[src/rtl/multdiv_unit.sv]
// Iterative MIPS multiply/divide unit: pipelined multiply, radix-2 restoring divide.
// hi_write/lo_write pack a hilo_write_req as {valid, data[31:0]}; op encodes multicycle_t.
module multdiv_unit #(
  parameter int MUL_STAGES = 2
) (
  input  logic        clk,
  input  logic        reset,
  input  logic        valid,
  input  logic [1:0]  op,
  input  logic [31:0] a,
  input  logic [31:0] b,
  input  logic        flush,
  output logic        ready,
  output logic        busy,
  output logic        done,
  output logic [32:0] hi_write,
  output logic [32:0] lo_write
);

  localparam logic [1:0] M_MULT  = 2'd0;
  localparam logic [1:0] M_MULTU = 2'd1;
  localparam logic [1:0] M_DIV   = 2'd2;
  localparam logic [1:0] M_DIVU  = 2'd3;
  localparam logic [5:0] MUL_LAST = 6'(MUL_STAGES - 1);
  localparam logic [5:0] DIV_LAST = 6'd31;

  typedef enum logic [1:0] {IDLE, MUL, DIV, DONE} state_t;

  state_t      state, state_next;
  logic [5:0]  cnt;
  logic        accept;
  logic [31:0] hi_data, lo_data;

  logic [63:0] mul_p [MUL_STAGES];
  logic [1:0]  op_q;
  logic [31:0] a_q, dvs, quo, rem;
  logic        a_neg, b_neg, div0;
  logic [32:0] shifted, diff;
  logic        q_bit;
  logic [31:0] rem_next, quo_next;

  function automatic logic [63:0] mul_full(input logic [31:0] x, input logic [31:0] y,
                                           input logic sgn);
    logic signed [32:0] xs, ys;
    logic signed [63:0] xe, ye;
    xs = {sgn & x[31], x};
    ys = {sgn & y[31], y};
    xe = 64'(xs);
    ye = 64'(ys);
    return xe * ye;
  endfunction

  function automatic logic [31:0] mag(input logic [31:0] x, input logic sgn);
    return (sgn && x[31]) ? 32'(0 - x) : x;
  endfunction

  // Returns {hi, lo}; the zero-divisor case overrides the iterative result.
  function automatic logic [63:0] div_fix(input logic [31:0] q, input logic [31:0] r,
                                          input logic sgn, input logic an, input logic bn,
                                          input logic zero, input logic [31:0] araw);
    logic [31:0] qf, rf;
    qf = (sgn && (an != bn)) ? 32'(0 - q) : q;
    rf = (sgn && an) ? 32'(0 - r) : r;
    return zero ? {araw, 32'hFFFF_FFFF} : {rf, qf};
  endfunction

  assign ready    = !busy;
  assign accept   = valid && ready && !flush;
  assign done     = (state == DONE) && !flush;
  assign hi_write = {done, hi_data};
  assign lo_write = {done, lo_data};

  always_comb begin
    state_next = state;
    case (state)
      IDLE: if (accept) state_next = op[1] ? DIV : MUL;
      MUL:  if (cnt == MUL_LAST) state_next = DONE;
      DIV:  if (cnt == DIV_LAST) state_next = DONE;
      DONE: state_next = IDLE;
      default: state_next = IDLE;
    endcase
    if (flush) state_next = IDLE;
  end

  always_comb begin
    shifted  = {rem, quo[31]};
    diff     = shifted - {1'b0, dvs};
    q_bit    = !diff[32];
    rem_next = q_bit ? diff[31:0] : shifted[31:0];
    quo_next = {quo[30:0], q_bit};
  end

  always_ff @(posedge clk) begin
    if (reset) begin
      state <= IDLE;
      busy  <= 1'b0;
      cnt   <= 6'd0;
    end else begin
      state <= state_next;
      busy  <= (state_next != IDLE);
      cnt   <= ((state == MUL || state == DIV) && state_next == state) ? cnt + 6'd1 : 6'd0;
    end
  end

  // Result registers update only on the last MUL/DIV edge of an unflushed operation.
  always_ff @(posedge clk) begin
    if (reset) begin
      hi_data <= 32'd0;
      lo_data <= 32'd0;
    end else if (!flush) begin
      if (state == MUL && cnt == MUL_LAST)
        {hi_data, lo_data} <= mul_p[MUL_STAGES-1];
      else if (state == DIV && cnt == DIV_LAST)
        {hi_data, lo_data} <= div_fix(quo_next, rem_next, op_q == M_DIV, a_neg, b_neg,
                                      div0, a_q);
    end
  end

  // Datapath stage p0: operands captured on accept, product enters the pipeline.
  always_ff @(posedge clk) begin
    if (accept) begin
      mul_p[0] <= mul_full(a, b, op == M_MULT);
      op_q     <= op;
      a_q      <= a;
      a_neg    <= a[31];
      b_neg    <= b[31];
      div0     <= (b == 32'd0);
      dvs      <= mag(b, op == M_DIV);
      quo      <= mag(a, op == M_DIV);
      rem      <= 32'd0;
    end else if (state == DIV) begin
      rem <= rem_next;
      quo <= quo_next;
    end
    for (int i = 1; i < MUL_STAGES; i++) mul_p[i] <= mul_p[i-1];
  end

endmodule

[config.mk]
export PLATFORM = sky130hd
export DESIGN_NAME = multdiv_unit
export DESIGN_NICKNAME = d
export VERILOG_FILES = /design/src/rtl/multdiv_unit.sv
export SDC_FILE = /design/constraint.sdc
export NUM_CORES = 2
export LEC_CHECK = 0
export ABC_AREA = 1
export CAP_MARGIN = 10
export CORE_UTILIZATION = 55
export CTS_CLUSTER_SIZE = 10
export DETAILED_ROUTE_END_ITERATION = 12
export PLACE_DENSITY = 0.72
export SLEW_MARGIN = 20
export SYNTH_ARGS = -nofsm -noshare
export SYNTH_HDL_FRONTEND = slang
export SYNTH_SLANG_ARGS = --single-unit
[constraint.sdc]
create_clock -name clk -period 14.4 [get_ports clk]
set_input_delay 2.88 -clock clk [delete_from_list [all_inputs] [get_ports clk]]
set_output_delay 2.88 -clock clk [all_outputs]
set_load 0.01 [all_outputs]
==> impl_metrics.csv <==
group,metric,value,unit
clock_tree,cts.sinks,333,
sta,slew_headroom,0.158,
yosys,yosysTopAreaCell,"fa_1",
route,drt_iter0_drc,3849,
critical_path,crit_fanout,25,
place,port_buffers,138,
route,drcViolationCount,0,
sta,max_slew.worst_pin.slew,1.26,ns
route,routedWlPerCell,19.9,um
place,gp_congestion,1.02,
hold_path,holdPathStages,0,
yosys,synth_top_area_share,0.402,
global_route,grt_antenna_before_repair,4,
clock_tree,htreeDepth,2,
hold_path,min_path_type,"register to register",
critical_path,end_kind,"register",
floorplan,coreArea,0.101,mm^2
clock_tree,clk_latency,0.55,ns
floorplan,rows,116,
final_layout,nFillCells,8924,
critical_path,r2r_cells,24,
sta,finalSetupViolCount,0,
global_route,first_global_vias,46686,
yosys,syn_avg_cell_area,8.15,um^2
sta,period_needed,11.46,ns
final_layout,mostFrequentLayoutCell,"inv_1",
final_layout,regArea,0.00831,mm^2
final_layout,area_growth,6.17,%
sta,hold_viol,0,
run,cap_violations,0,
sta,grt_setup_unrepaired,"no",
yosys,synth-edff-count,164,
global_route,grt_pass1_wl,260000,um
floorplan,dieArea,0.103,mm^2
yosys,ys_top_cells_by_area,"fa_1 40%, inv_1 12%, nand2_1 12%",
global_route,grt_overflow,0,
place,hpwl,131000,um
critical_path,path_class,"primary input to register",
final_layout,drive_gt1_frac,0.0392,
yosys,ys_ff_latch,333,
yosys,synth_ff_type,"dfxtp_1",
critical_path,worst_ep_arrival_time,11.73,ns
final_layout,final_cell_mix,"1,770 x inv_1, 1,745 x nand2_1, 1,126 x fa_1",
yosys,synth_nets,8329,
clock_tree,root_buffer,"clkbuf_16",
global_route,track_usage,0.330,
clock_tree,clk_pin_slew_worst_paths,0.06,ns
yosys,synth_warnings,0,
global_route,grt_max_degree,81,
clock_tree,postCtsSetupBuffers,0,
sta,finalSetupTns,0,ns
floorplan,dieHeight,321,um
sta,period_share,0.796,
sta,slew_violations,0,
sta,clock.fmax,87.3,MHz
clock_tree,hold_buffers,0,
yosys,yosysSeqAreaShare,0.148,
floorplan,ios,139,
yosys,synth-async-reset-ratio,0,
yosys,syn_inst,6878,
yosys,post_synth_instance_area,0.0561,mm^2
final_layout,layout.nets,8264,
clock_tree,cts_tree,"done",
clock_tree,numCtsBuffers,39,
floorplan,die_x,321,um
clock_tree,cts_buffer_depth,3,
critical_path,startpoint_type,"primary input",
yosys,ys_types,58,
outcome,status,"finished clean",
route,final_antenna_net_count,0,
final_layout,multi_input_area,0.0398,mm^2
route,first_pass_iters,9,
route,via_per_inst,5.37,
route,wl,163000,um
sta,holdWs,0.336,ns
route,via_count,44037,
sta,fin_skew,0.0176,ns
clock_tree,cts_resized,0,
final_layout,utilization,0.592,
final_layout,diodes,0,
floorplan,start_util,0.558,
critical_path,worstPathRequired,14.68,ns
==> cells by family (layout without fill, tap and decap cells) <==
| group | after synthesis | after routing | share of synthesized area |
|---|---|---|---|
| adders and majority gates | 1381 | 1381 | 0.459 |
| and+or+nand+nor | 2349 | 2349 | 0.169 |
| DFF | 333 | 333 | 0.148 |
| xor gates and xnor gates | 174 | 174 | 0.0272 |
| AOI/OAI and AO/OA | 523 | 523 | 0.0535 |
| buffers and inverters | 2118 | 2083 | 0.143 |
==> worst max-delay path, cell delays in order <==
cell             delay (ns)
clkdlybuf4s50_1        0.50
nor2_1                 0.61
inv_1                  0.32
buf_4                  0.34
nor2_1                 0.17
fa_1                   0.48
fa_1                   0.51
fa_1                   0.63
inv_1                  0.29
fa_1                   1.04
inv_1                  0.30
fa_1                   0.52
fa_1                   0.55
inv_1                  0.05
fa_1                   0.45
fa_1                   0.49
inv_1                  0.04
ha_1                   0.36
a21oi_1                0.18
inv_1                  0.08
a31oi_1                0.27
o21ai_0                0.21
nand2_1                0.09
o2111ai_1              0.09
a31oi_1                0.19
xor2_1                 0.08
==> per-stage QoR <==
stage | std cells | area [um^2] | worst slack [ns]
after floorplan | 6878 | 56100 | 4.24
after global placement | 8128 | 58400 | 2.62
after detailed placement | 8128 | 58400 | 2.48
after CTS | 8199 | 59500 | 3.03
after global routing | 8200 | 59500 | 2.63
final | 8200 | 59500 | 2.94
==> metal layers <==
layer	part of all wire	GRT usage	up-vias
met5	0.000043	0	-
met4	0.041	0.125	2
met3	0.11	0.0731	325
met2	0.45	0.527	2001
met1	0.40	0.439	21858
li1	-	-	19851
==> final cells by class <==
class,count,area share
clock buffer,69,0.0192
inverter,1785,0.113
sequential,333,0.140
tap,1357,0.0285
clock inverter,2,0.000420
multi-input combinational,4427,0.668
timing repair buffer,227,0.0316
==> cells in the mapped netlist, types with 8 or more instances <==
| library cell | instances |
|---|---|
| edfxtp_1 | 164 |
| a31oi_1 | 26 |
| nor2_1 | 320 |
| xnor2_1 | 63 |
| clkbuf_1 | 252 |
| nand3b_1 | 12 |
| buf_1 | 66 |
| inv_1 | 1770 |
| nor4_1 | 14 |
| o21ai_1 | 23 |
| nor3_1 | 35 |
| xor2_1 | 111 |
| fa_1 | 1126 |
| a21o_1 | 13 |
| o221ai_1 | 20 |
| o22ai_1 | 32 |
| o21ai_0 | 128 |
| inv_2 | 9 |
| nand2_1 | 1747 |
| o21bai_1 | 9 |
| nand4_1 | 28 |
| nand3_1 | 110 |
| a21oi_2 | 8 |
| ha_1 | 255 |
| a21oi_1 | 217 |
| dfxtp_1 | 169 |
| nor2_2 | 16 |
| or2_2 | 10 |
| nand2_2 | 24 |
| o211ai_1 | 20 |
==> registers in the layout, indices dropped and copies added (netlist names) <==
| register | flops |
|---|---|
| lo_data | 32 |
| dvs | 32 |
| mul_p | 128 |
| hi_data | 32 |
| cnt | 6 |
| rem | 32 |
| busy | 1 |
| state | 2 |
| div0 | 1 |
| op_q | 2 |
| quo | 32 |
| b_neg | 1 |
| a_q | 32 |
==> final timing paths <==
| path | from | endpoint | slack (ns) |
|---|---|---|---|
| setup / recovery | op[1] | mul_p[0][63] | 2.94 |
| hold reg to reg | mul_p[0][44] | mul_p[0][108] | 0.34 |
| setup reg to reg | quo[31] | lo_data[28] | 9.36 |
| hold / removal | mul_p[0][44] | mul_p[0][108] | 0.34 |
Power is not shown: default switching activity piles up to over one toggle a cycle in this logic, so the estimate is an artifact.
